## src/rtl/sw_pkg.sv

```systemverilog
// Shared constants for the switch debouncer: channel count and per-channel FSM state encoding.
package sw_pkg;

    localparam int unsigned NUM_CH = 4;

    typedef logic [1:0] sw_state_t;

    localparam sw_state_t ST_LOW      = 2'd0;
    localparam sw_state_t ST_RISE_CHK = 2'd1;
    localparam sw_state_t ST_HIGH     = 2'd2;
    localparam sw_state_t ST_FALL_CHK = 2'd3;

    // Width of the per-channel tick counters; must hold LONG_TICKS.
    function automatic int unsigned sw_cnt_width(input int unsigned long_ticks);
        return (long_ticks < 1) ? 1 : $clog2(long_ticks + 1);
    endfunction

endpackage

```

## src/rtl/sw_debounce_ch.sv

```systemverilog
// One debounce channel: tick-sampled qualification FSM, registered level and edge pulses.
// Long-press pulse logic exists only when SW_DEBOUNCE_LONGPRESS_EN is defined.
module sw_debounce_ch
    import sw_pkg::*;
#(
    parameter int unsigned STABLE_TICKS = 20,
    parameter int unsigned LONG_TICKS   = 1000
) (
    input  logic clk_i,
    input  logic rst_i,
    input  logic tick_i,
    input  logic sample_i,
    output logic level_o,
    output logic rise_o,
    output logic fall_o,
    output logic long_o
);

    localparam int unsigned   CW         = sw_cnt_width(LONG_TICKS);
    localparam logic [CW-1:0] CNT_ONE    = CW'(1);
    localparam logic [CW-1:0] CNT_STABLE = CW'(STABLE_TICKS);
    localparam bit            SINGLE     = (STABLE_TICKS == 1);

    sw_state_t     state_q, state_d;
    logic [CW-1:0] cnt_q, cnt_d;
    logic [CW-1:0] cnt_inc;
    logic          accept;
    logic          level_q, level_d;
    logic          rise_q, rise_d;
    logic          fall_q, fall_d;

    assign cnt_inc = (cnt_q == '1) ? cnt_q : cnt_q + CNT_ONE;
    assign accept  = (cnt_inc == CNT_STABLE);

    always_comb begin
        state_d = state_q;
        cnt_d   = cnt_q;
        level_d = level_q;
        rise_d  = 1'b0;
        fall_d  = 1'b0;
        if (tick_i) begin
            case (state_q)
                ST_LOW: begin
                    if (sample_i) begin
                        if (SINGLE) begin
                            state_d = ST_HIGH;
                            cnt_d   = '0;
                            level_d = 1'b1;
                            rise_d  = 1'b1;
                        end else begin
                            state_d = ST_RISE_CHK;
                            cnt_d   = CNT_ONE;
                        end
                    end
                end
                ST_RISE_CHK: begin
                    if (sample_i) begin
                        if (accept) begin
                            state_d = ST_HIGH;
                            cnt_d   = '0;
                            level_d = 1'b1;
                            rise_d  = 1'b1;
                        end else begin
                            cnt_d = cnt_inc;
                        end
                    end else begin
                        // Bounce: drop the qualification silently.
                        state_d = ST_LOW;
                        cnt_d   = '0;
                    end
                end
                ST_HIGH: begin
                    if (!sample_i) begin
                        if (SINGLE) begin
                            state_d = ST_LOW;
                            cnt_d   = '0;
                            level_d = 1'b0;
                            fall_d  = 1'b1;
                        end else begin
                            state_d = ST_FALL_CHK;
                            cnt_d   = CNT_ONE;
                        end
                    end
                end
                ST_FALL_CHK: begin
                    if (!sample_i) begin
                        if (accept) begin
                            state_d = ST_LOW;
                            cnt_d   = '0;
                            level_d = 1'b0;
                            fall_d  = 1'b1;
                        end else begin
                            cnt_d = cnt_inc;
                        end
                    end else begin
                        state_d = ST_HIGH;
                        cnt_d   = '0;
                    end
                end
                default: begin
                    state_d = ST_LOW;
                    cnt_d   = '0;
                    level_d = 1'b0;
                end
            endcase
        end
    end

    always_ff @(posedge clk_i) begin
        if (rst_i) begin
            state_q <= ST_LOW;
            cnt_q   <= '0;
            level_q <= 1'b0;
            rise_q  <= 1'b0;
            fall_q  <= 1'b0;
        end else begin
            state_q <= state_d;
            cnt_q   <= cnt_d;
            level_q <= level_d;
            rise_q  <= rise_d;
            fall_q  <= fall_d;
        end
    end

    assign level_o = level_q;
    assign rise_o  = rise_q;
    assign fall_o  = fall_q;

`ifdef SW_DEBOUNCE_LONGPRESS_EN
    localparam logic [CW-1:0] CNT_LONG = CW'(LONG_TICKS);

    logic [CW-1:0] hold_q, hold_d;
    logic          long_q, long_d;

    // Counts ticks spent in HIGH since entry; saturates so the pulse fires once per press.
    always_comb begin
        hold_d = hold_q;
        long_d = 1'b0;
        if (state_q != ST_HIGH || state_d != ST_HIGH) begin
            hold_d = '0;
        end else if (tick_i && hold_q != CNT_LONG) begin
            hold_d = hold_q + CNT_ONE;
            long_d = (hold_q + CNT_ONE == CNT_LONG);
        end
    end

    always_ff @(posedge clk_i) begin
        if (rst_i) begin
            hold_q <= '0;
            long_q <= 1'b0;
        end else begin
            hold_q <= hold_d;
            long_q <= long_d;
        end
    end

    assign long_o = long_q;
`else
    assign long_o = 1'b0;
`endif

endmodule

```

## src/rtl/sw_debounce.sv

```systemverilog
// Four-channel switch debouncer: 2-flop synchronisers, shared tick prescaler, per-channel FSMs.
// Define SW_DEBOUNCE_LONGPRESS_EN to build the long-press pulse outputs.
module sw_debounce
    import sw_pkg::*;
#(
    parameter int unsigned CLK_HZ       = 125000000,
    parameter int unsigned TICK_HZ      = 1000,
    parameter int unsigned STABLE_TICKS = 20,
    parameter int unsigned LONG_TICKS   = 1000
) (
    input  logic              clk_in,
    input  logic              rst,
    input  logic [NUM_CH-1:0] sw_in,
    output logic [NUM_CH-1:0] sw_level,
    output logic [NUM_CH-1:0] sw_rise,
    output logic [NUM_CH-1:0] sw_fall,
    output logic [NUM_CH-1:0] sw_long
);

    localparam int unsigned   DIV  = CLK_HZ / TICK_HZ;
    localparam int unsigned   PW   = (DIV > 2) ? $clog2(DIV) : 1;
    localparam logic [PW-1:0] TERM = PW'(DIV - 1);

    if (DIV < 2) begin : gen_bad_div
        $error("sw_debounce: CLK_HZ/TICK_HZ must be at least 2");
    end
    if (STABLE_TICKS < 1) begin : gen_bad_stable
        $error("sw_debounce: STABLE_TICKS must be at least 1");
    end
    if (LONG_TICKS <= STABLE_TICKS) begin : gen_bad_long
        $error("sw_debounce: LONG_TICKS must exceed STABLE_TICKS");
    end

    logic [NUM_CH-1:0] sync1_q, sync2_q;
    logic [PW-1:0]     presc_q, presc_d;
    logic              tick;

    always_comb begin
        tick    = (presc_q == TERM);
        presc_d = tick ? '0 : presc_q + PW'(1);
    end

    always_ff @(posedge clk_in) begin
        if (rst) begin
            sync1_q <= '0;
            sync2_q <= '0;
            presc_q <= '0;
        end else begin
            sync1_q <= sw_in;
            sync2_q <= sync1_q;
            presc_q <= presc_d;
        end
    end

    for (genvar g = 0; g < NUM_CH; g++) begin : gen_ch
        sw_debounce_ch #(
            .STABLE_TICKS(STABLE_TICKS),
            .LONG_TICKS  (LONG_TICKS)
        ) u_ch (
            .clk_i   (clk_in),
            .rst_i   (rst),
            .tick_i  (tick),
            .sample_i(sync2_q[g]),
            .level_o (sw_level[g]),
            .rise_o  (sw_rise[g]),
            .fall_o  (sw_fall[g]),
            .long_o  (sw_long[g])
        );
    end

endmodule

```

## config.mk

```make
export PLATFORM = sky130hd
export DESIGN_NAME = sw_debounce
export DESIGN_NICKNAME = d
export VERILOG_FILES = /design/src/rtl/sw_pkg.sv /design/src/rtl/sw_debounce_ch.sv /design/src/rtl/sw_debounce.sv
export SDC_FILE = /design/constraint.sdc
export NUM_CORES = 1
export LEC_CHECK = 0
export ABC_AREA = 1
export CAP_MARGIN = 20
export CORE_MARGIN = 3
export CORE_UTILIZATION = 30
export CTS_CLUSTER_DIAMETER = 80
export DETAILED_ROUTE_END_ITERATION = 7
export GPL_TIMING_DRIVEN = 0
export PLACE_DENSITY_LB_ADDON = 0.1
export RECOVER_POWER = 25
export SYNTH_ARGS = -nofsm -noshare
export SYNTH_HDL_FRONTEND = slang
export SYNTH_HIERARCHICAL = 1
export SYNTH_SLANG_ARGS = --single-unit
```

## constraint.sdc

```tcl
create_clock -name clk_in -period 3.7 [get_ports clk_in]
set_clock_uncertainty 0.2 [all_clocks]
set_input_delay 1.11 -clock clk_in [delete_from_list [all_inputs] [get_ports clk_in]]
set_output_delay 1.11 -clock clk_in [all_outputs]
set_load 0.02 [all_outputs]
```

==> results_dict.tcl, run 1 <==
set metrics [dict create \
    cts-root-buf "clkbuf_16" \
    finalCritPeriodShare 0.772 \
    worstPathMaxFanout 16 \
    start_util 0.311 \
    hpwl_mm 8.57 \
    rr_worst_depth 12 \
    worstMarginPinSlew_ns 0.741 \
    placedCellCount 1003 \
    cts_tree "done" \
    critPathBufInv 3 \
    viasPerCell 4.57 \
    synthFlopType "dfxtp_1" \
    min_path_type "register to register" \
    wl_met2_mm 5.15 \
    crit_slowest_cell "nor2_1" \
    min_period_ns 2.86 \
    grt_max_degree 17 \
    drv_cap 0 \
    min_path_cells 2 \
    cp.depth 12 \
    syn_avg_cell_area_um2 6.50 \
    cts_buffers 9 \
    yosys_register_bits 85 \
    drcViolationCount 0 \
    num_vias 4656 \
    crit_arrival_ns 2.89 \
    wl_met1_mm 5.81 \
    max_stage_delay_ns 0.61 \
    ir_drop_v 0.000221 \
    min_from "sync1_q[2]" \
    synth_cells 770 \
    synth.cell_area_um2 5010 \
    fin_tns_setup_ns 0 \
    dieArea_um2 18300 \
    cts_buffer_depth 2 \
    drt_pass1_iterations 5 \
    rsz0062_at_grt "false" \
    cp-start-kind "register" \
    place_congestion 0.836 \
    antenna_found_initial 0 \
    insertion_delay_ns 0.34 \
    wl_per_cell_um 11.3 \
    crit_chain "ha_1 > nand2_1 > inv_1 > nand2_1 > nor2_1 > nand2_1 > inv_1 > nand2_1 > nor2_1 > inv_1 > nor3_1 > nor2_1" \
    max_freq_ghz 0.350 \
    top_layer "met4" \
    wirelength_mm 11.5 \
    post_cts_resized 0 \
    drtIter0Drc 237 \
    p_per_area_nw_per_um2 326 \
    finish.net_count 810 \
    fillers 1765 \
    synth_cell_type_count 34 \
    die_w_um 135 \
    area_growth_pct 14.4 \
    cpMostUsedCell "nand2_1" \
    path_class "register to register" \
    grt_pass1_vias 4326 \
    die_h_um 135 \
    r2r-start "presc_q[0]" \
    cts_max_level 3 \
    wl_met3_um 379 \
    ctsHoldBuffers 0 \
    slew_viol_final 0 \
    clock_sinks 85 \
    outcome "completed" \
    core_region_area_um2 16100 \
    finalHoldViolations 0 \
    async_flop_share 0 \
    rows 46 \
    detail-route-antenna-nets 0 \
    crit_start "presc_q[0]" \
    multi_input_area_um2 2830 \
    leakagePower_nw 2.28 \
    clk_pin_slew_ns 0.07 \
    io_pins 22 \
    grt_overflow 0 \
    cp_top_family "simple AND/OR/NAND/NOR gates" \
    relSlewSlack 0.504 \
    seq_area_um2 1700 \
    stdcell_count 1018 \
    yosysWarningCount 6 \
    drive_gt1_frac 0.0885 \
    synth_edf_count 0 \
    worstPathRequired_ns 3.73 \
    finalSetupViolations 0 \
    n_antenna_cell 0 \
    grt_pass1_wl_mm 20.2 \
    port_buffers 17 \
    ys_seq_area_frac 0.340 \
    cts_setup_buffers 0 \
    end_kind "register" \
    syn-num-nets 782 \
    grtUsageTotal 0.133 \
]
[per-layer routing]
metal,up-vias,track usage
met2,83,0.217
met4,0,0.0521
met3,13,0.0212
met5,-,0
met1,2079,0.178
li1,2481,-
[placed cells by master (no fill, tap or decap), types with 3 or more instances in the layout]
cell type	instances
nand3_1	46
nor3_1	8
buf_4	4
buf_6	3
nor2_1	110
xnor2_1	7
clkdlybuf4s50_1	16
dfxtp_1	85
clkinv_1	4
o21bai_1	12
nor2_2	11
nand4_1	21
nand3_2	5
a21oi_1	51
inv_1	99
clkbuf_16	9
nor2_4	6
conb_1	4
o21ai_1	4
ha_1	6
o21ai_0	3
nand2_1	227
nand2_2	14
a221oi_1	4
xor2_1	13
clkbuf_1	5
[cell usage after synthesis (5+ instances only)]
library cell  number  area (um^2)
nor2_1           110          413
clkbuf_1           5         18.8
xor2_1            13          114
nor2_2            11         68.8
dfxtp_1           85         1700
inv_1             99          372
o21bai_1          12         90.1
nand2_1          225          845
nor2_4             6         67.6
nor3_1             8         40.0
nand3_2            6         60.1
nand4_1           21          131
o21ai_1            5         25.0
xnor2_1            7         61.3
nand3_1           45          225
nand2_2           16          100
a21oi_1           51          255
ha_1               6         75.1
[tightest hold or removal path, stage by stage (launching register included)]
cell	delay, ns
dfxtp_1	0.30
inv_1	0.04
nor2_1	0.03
[area by class of cell]
cell class                      instances  area share
Multi-Input combinational cell        570       0.493
Sequential cell                        85       0.297
Inverter                              103      0.0675
Tap cell                              216      0.0472
Clock buffer                            9      0.0393
Timing Repair Buffer                   17      0.0297
Buffer                                 12      0.0144
Clock inverter                          6      0.0114
[power breakdown]
part / switching (mW) / internal [mW]
registers: 0.00364 / 0.922
logic: 0.0330 / 0.0170
clock network: 0.374 / 0.519
[cell families (layout without fill, tap and decap cells)]
kind of cell,Yosys count,after routing,share of synthesized area
compound gates,81,81,0.0987
xor+xnor,20,20,0.0350
fa+ha+maj,6,6,0.0150
buf+inv,115,147,0.0937
flops,85,85,0.340
other cells,4,4,0.00300
simple gates,459,459,0.415
[registers in the layout, indices dropped and copies added, names as in the netlist, named ones only]
register and cells:
gen_ch.u_ch/cnt_q 40, gen_ch.u_ch/fall_o 4, gen_ch.u_ch/level_o 4, gen_ch.u_ch/rise_o 4
gen_ch.u_ch/state_q 4, presc_q 17, sync1_q 4, sync2_q 4
[worst paths after layout]
check / end / slack (ns)
worst max-delay path: gen_ch[2].u_ch/level_o / 0.84
worst min-delay path: sync2_q[2] / 0.21
worst max register to register: gen_ch[2].u_ch/level_o / 0.84
worst min register to register: sync2_q[2] / 0.21
[per-stage QoR]
stage / hold slack, ns / worst slack [ns] / util / area [um^2] / total power, mW
6_report: 0.206 / 0.843 / 0.355 / 5730 / 1.87
5_1_grt: 0.220 / 0.574 / 0.355 / 5730 / 1.95
4_1_cts: 0.206 / 0.850 / 0.356 / 5740 / 1.91
3_5_place_dp: 0.197 / 0.540 / 0.338 / 5450 / 0.997
3_3_place_gp: 0.190 / 0.565 / 0.338 / 5450 / 0.996
2_1_floorplan: 0.188 / 1.47 / - / 5010 / 0.979
Power figures use the tool's default switching activity.
==> run 2: changes to the inputs <==
clock period = 2.95 ns   (was 3.7 ns; I/O delays follow)
==> results_dict.tcl, run 2 (synthesis gave the netlist of run 1 again) <==
set metrics [dict create \
    top_usage_layer "met2" \
    seq_power_share 0.495 \
    leakagePower_nw 2.29 \
    place_congestion 0.836 \
    finalSetupViolations 0 \
    die_h_um 135 \
    drcViolationCount 0 \
    grt_util_met1 0.178 \
    outcome "completed" \
    grtUsageMet3 0.0212 \
    reg.largest.list "gen_ch.u_ch/cnt_q (40), presc_q (17)" \
    wirelength_mm 11.6 \
    worstMarginPinSlew_ns 0.529 \
    largest_register_ffs 40 \
    detail-route-antenna-nets 0 \
    design_area_um2 5710 \
    finish.net_count 810 \
    clock_sinks 85 \
    fin_tns_setup_ns 0 \
    min_from "sync1_q[2]" \
    num_vias 4661 \
    cts_max_level 3 \
    cts_tree "done" \
    utilization 0.354 \
    dieArea_um2 18300 \
    internal_power_mw 1.83 \
    regMostFlops "gen_ch.u_ch/cnt_q" \
    antenna_found_initial 0 \
    cts_buffer_depth 2 \
    worstPathRequired_ns 2.98 \
    rr_worst_depth 12 \
    insertion_delay_ns 0.34 \
    rows 46 \
    grt_max_degree 17 \
    drv_cap 0 \
    p_per_area_nw_per_um2 411 \
    r2r-start "presc_q[0]" \
    cts_setup_buffers 0 \
    core_region_area_um2 16100 \
    drtIter0Drc 229 \
    fillers 1770 \
    multi_input_area_um2 2810 \
    n_antenna_cell 0 \
    end_kind "register" \
    die_w_um 135 \
    reg2reg_setup_slack_ns 0.30 \
    grt_overflow 0 \
    worst_slack_ns 0.300 \
    wl_per_cell_um 11.4 \
    finalHoldViolations 0 \
    grt_pass1_vias 4326 \
    finalCritPeriodShare 0.898 \
    layout_commonest_cell "nand2_1" \
    start_util 0.311 \
    relSlewSlack 0.647 \
    port_buffers 17 \
    max_freq_ghz 0.377 \
    drive_gt1_frac 0.0860 \
    clk_pin_slew_ns 0.07 \
    place_ws_ns 0.0147 \
    reg2reg_to "gen_ch[2].u_ch/level_o" \
    drt_pass1_iterations 4 \
    most-common-layout-cells "nand2_1, nor2_1, inv_1" \
    io_pins 22 \
    min_path_cells 2 \
    grt_pass1_wl_mm 20.2 \
    power_frac_clock 0.478 \
    cp-start-kind "register" \
    crit_arrival_ns 2.68 \
    path_class "register to register" \
    ir_drop_v 0.000278 \
    grt_util_met2 0.217 \
    p_sw_frac 0.220 \
    ctsHoldBuffers 0 \
    area_growth_pct 14.0 \
    grtUsageTotal 0.133 \
    cts-root-buf "clkbuf_16" \
    slew_viol_final 0 \
    seq_area_um2 1700 \
    whs_endpoint "sync2_q[2]" \
    min_path_type "register to register" \
    viasPerCell 4.58 \
    rsz0062_at_grt "false" \
    netSwitchingPower_mw 0.517 \
    pwr-share-comb 0.027 \
    cts_buffers 9 \
    postPlaceCellArea_um2 5450 \
    min_period_ns 2.65 \
    worstPathMaxFanout 16 \
    hpwl_mm 8.57 \
]
==> run 2: metal layers <==
layer	up-vias	wire length, um
met5	-	0
met4	0	215
met3	15	400
met2	76	5160
met1	2085	5800
li1	2485	-
==> run 2: final cells by class <==
class                      instances  area share
multi-input combinational        570       0.492
sequential                        85       0.298
inverter                         103      0.0677
tap                              216      0.0473
clock buffer                       9      0.0394
timing repair buffer              17      0.0298
buffer                            12      0.0145
clock inverter                     6      0.0114
==> run 2: timing repair <==
| action | in CTS | in global routing |
|---|---|---|
| gates resized for setup | 0 | 2 |
| endpoints found under the hold margin | 0 | 0 |
| endpoints found under the setup margin | 0 | 6 |
==> run 2: through the flow <==
stage	power (mW)	cells	hold WS [ns]
floorplan	1.23	770	0.188
global placement	1.25	1003	0.190
detailed placement	1.25	1003	0.197
CTS	2.40	1018	0.206
global route	2.45	1018	0.220
finish	2.34	1018	0.206
==> run 2: how the worst max path moves through the flow <==
stage	end	cells after the start	slack (ns)	from
2_1_floorplan	gen_ch[2].u_ch/level_o	12	0.72	presc_q[0]
3_3_place_gp	presc_q[12]	6	0.04	rst
3_5_place_dp	presc_q[12]	6	0.01	rst
4_1_cts	gen_ch[3].u_ch/level_o	12	0.10	presc_q[0]
5_1_grt	gen_ch[0].u_ch/level_o	12	0.03	presc_q[0]
6_report	gen_ch[2].u_ch/level_o	12	0.30	presc_q[0]
==> run 2: power by group through the flow <==
stage	clock (mW)	sequential [mW]	combinational (mW)
2_1_floorplan	0	1.19	0.0428
3_3_place_gp	0	1.19	0.0632
3_5_place_dp	0	1.19	0.0640
4_1_cts	1.17	1.16	0.0640
5_1_grt	1.22	1.16	0.0711
6_report	1.12	1.16	0.0629
==> run 2: worst max-delay path, stage by stage (launching register included) <==
cell     delay, ns
dfxtp_1       0.37
ha_1          0.16
nand2_1       0.07
inv_1         0.06
nand2_1       0.05
nor2_1        0.10
nand2_1       0.13
inv_1         0.43
nand2_1       0.19
nor2_2        0.41
inv_1         0.12
nor3_1        0.20
nor2_1        0.06
==> run 3: changes to the inputs <==
TNS_END_PERCENT = 1   (was default)
==> results of run 3 <==
The final DEF is identical to that of run 2; final timing and power are the same.
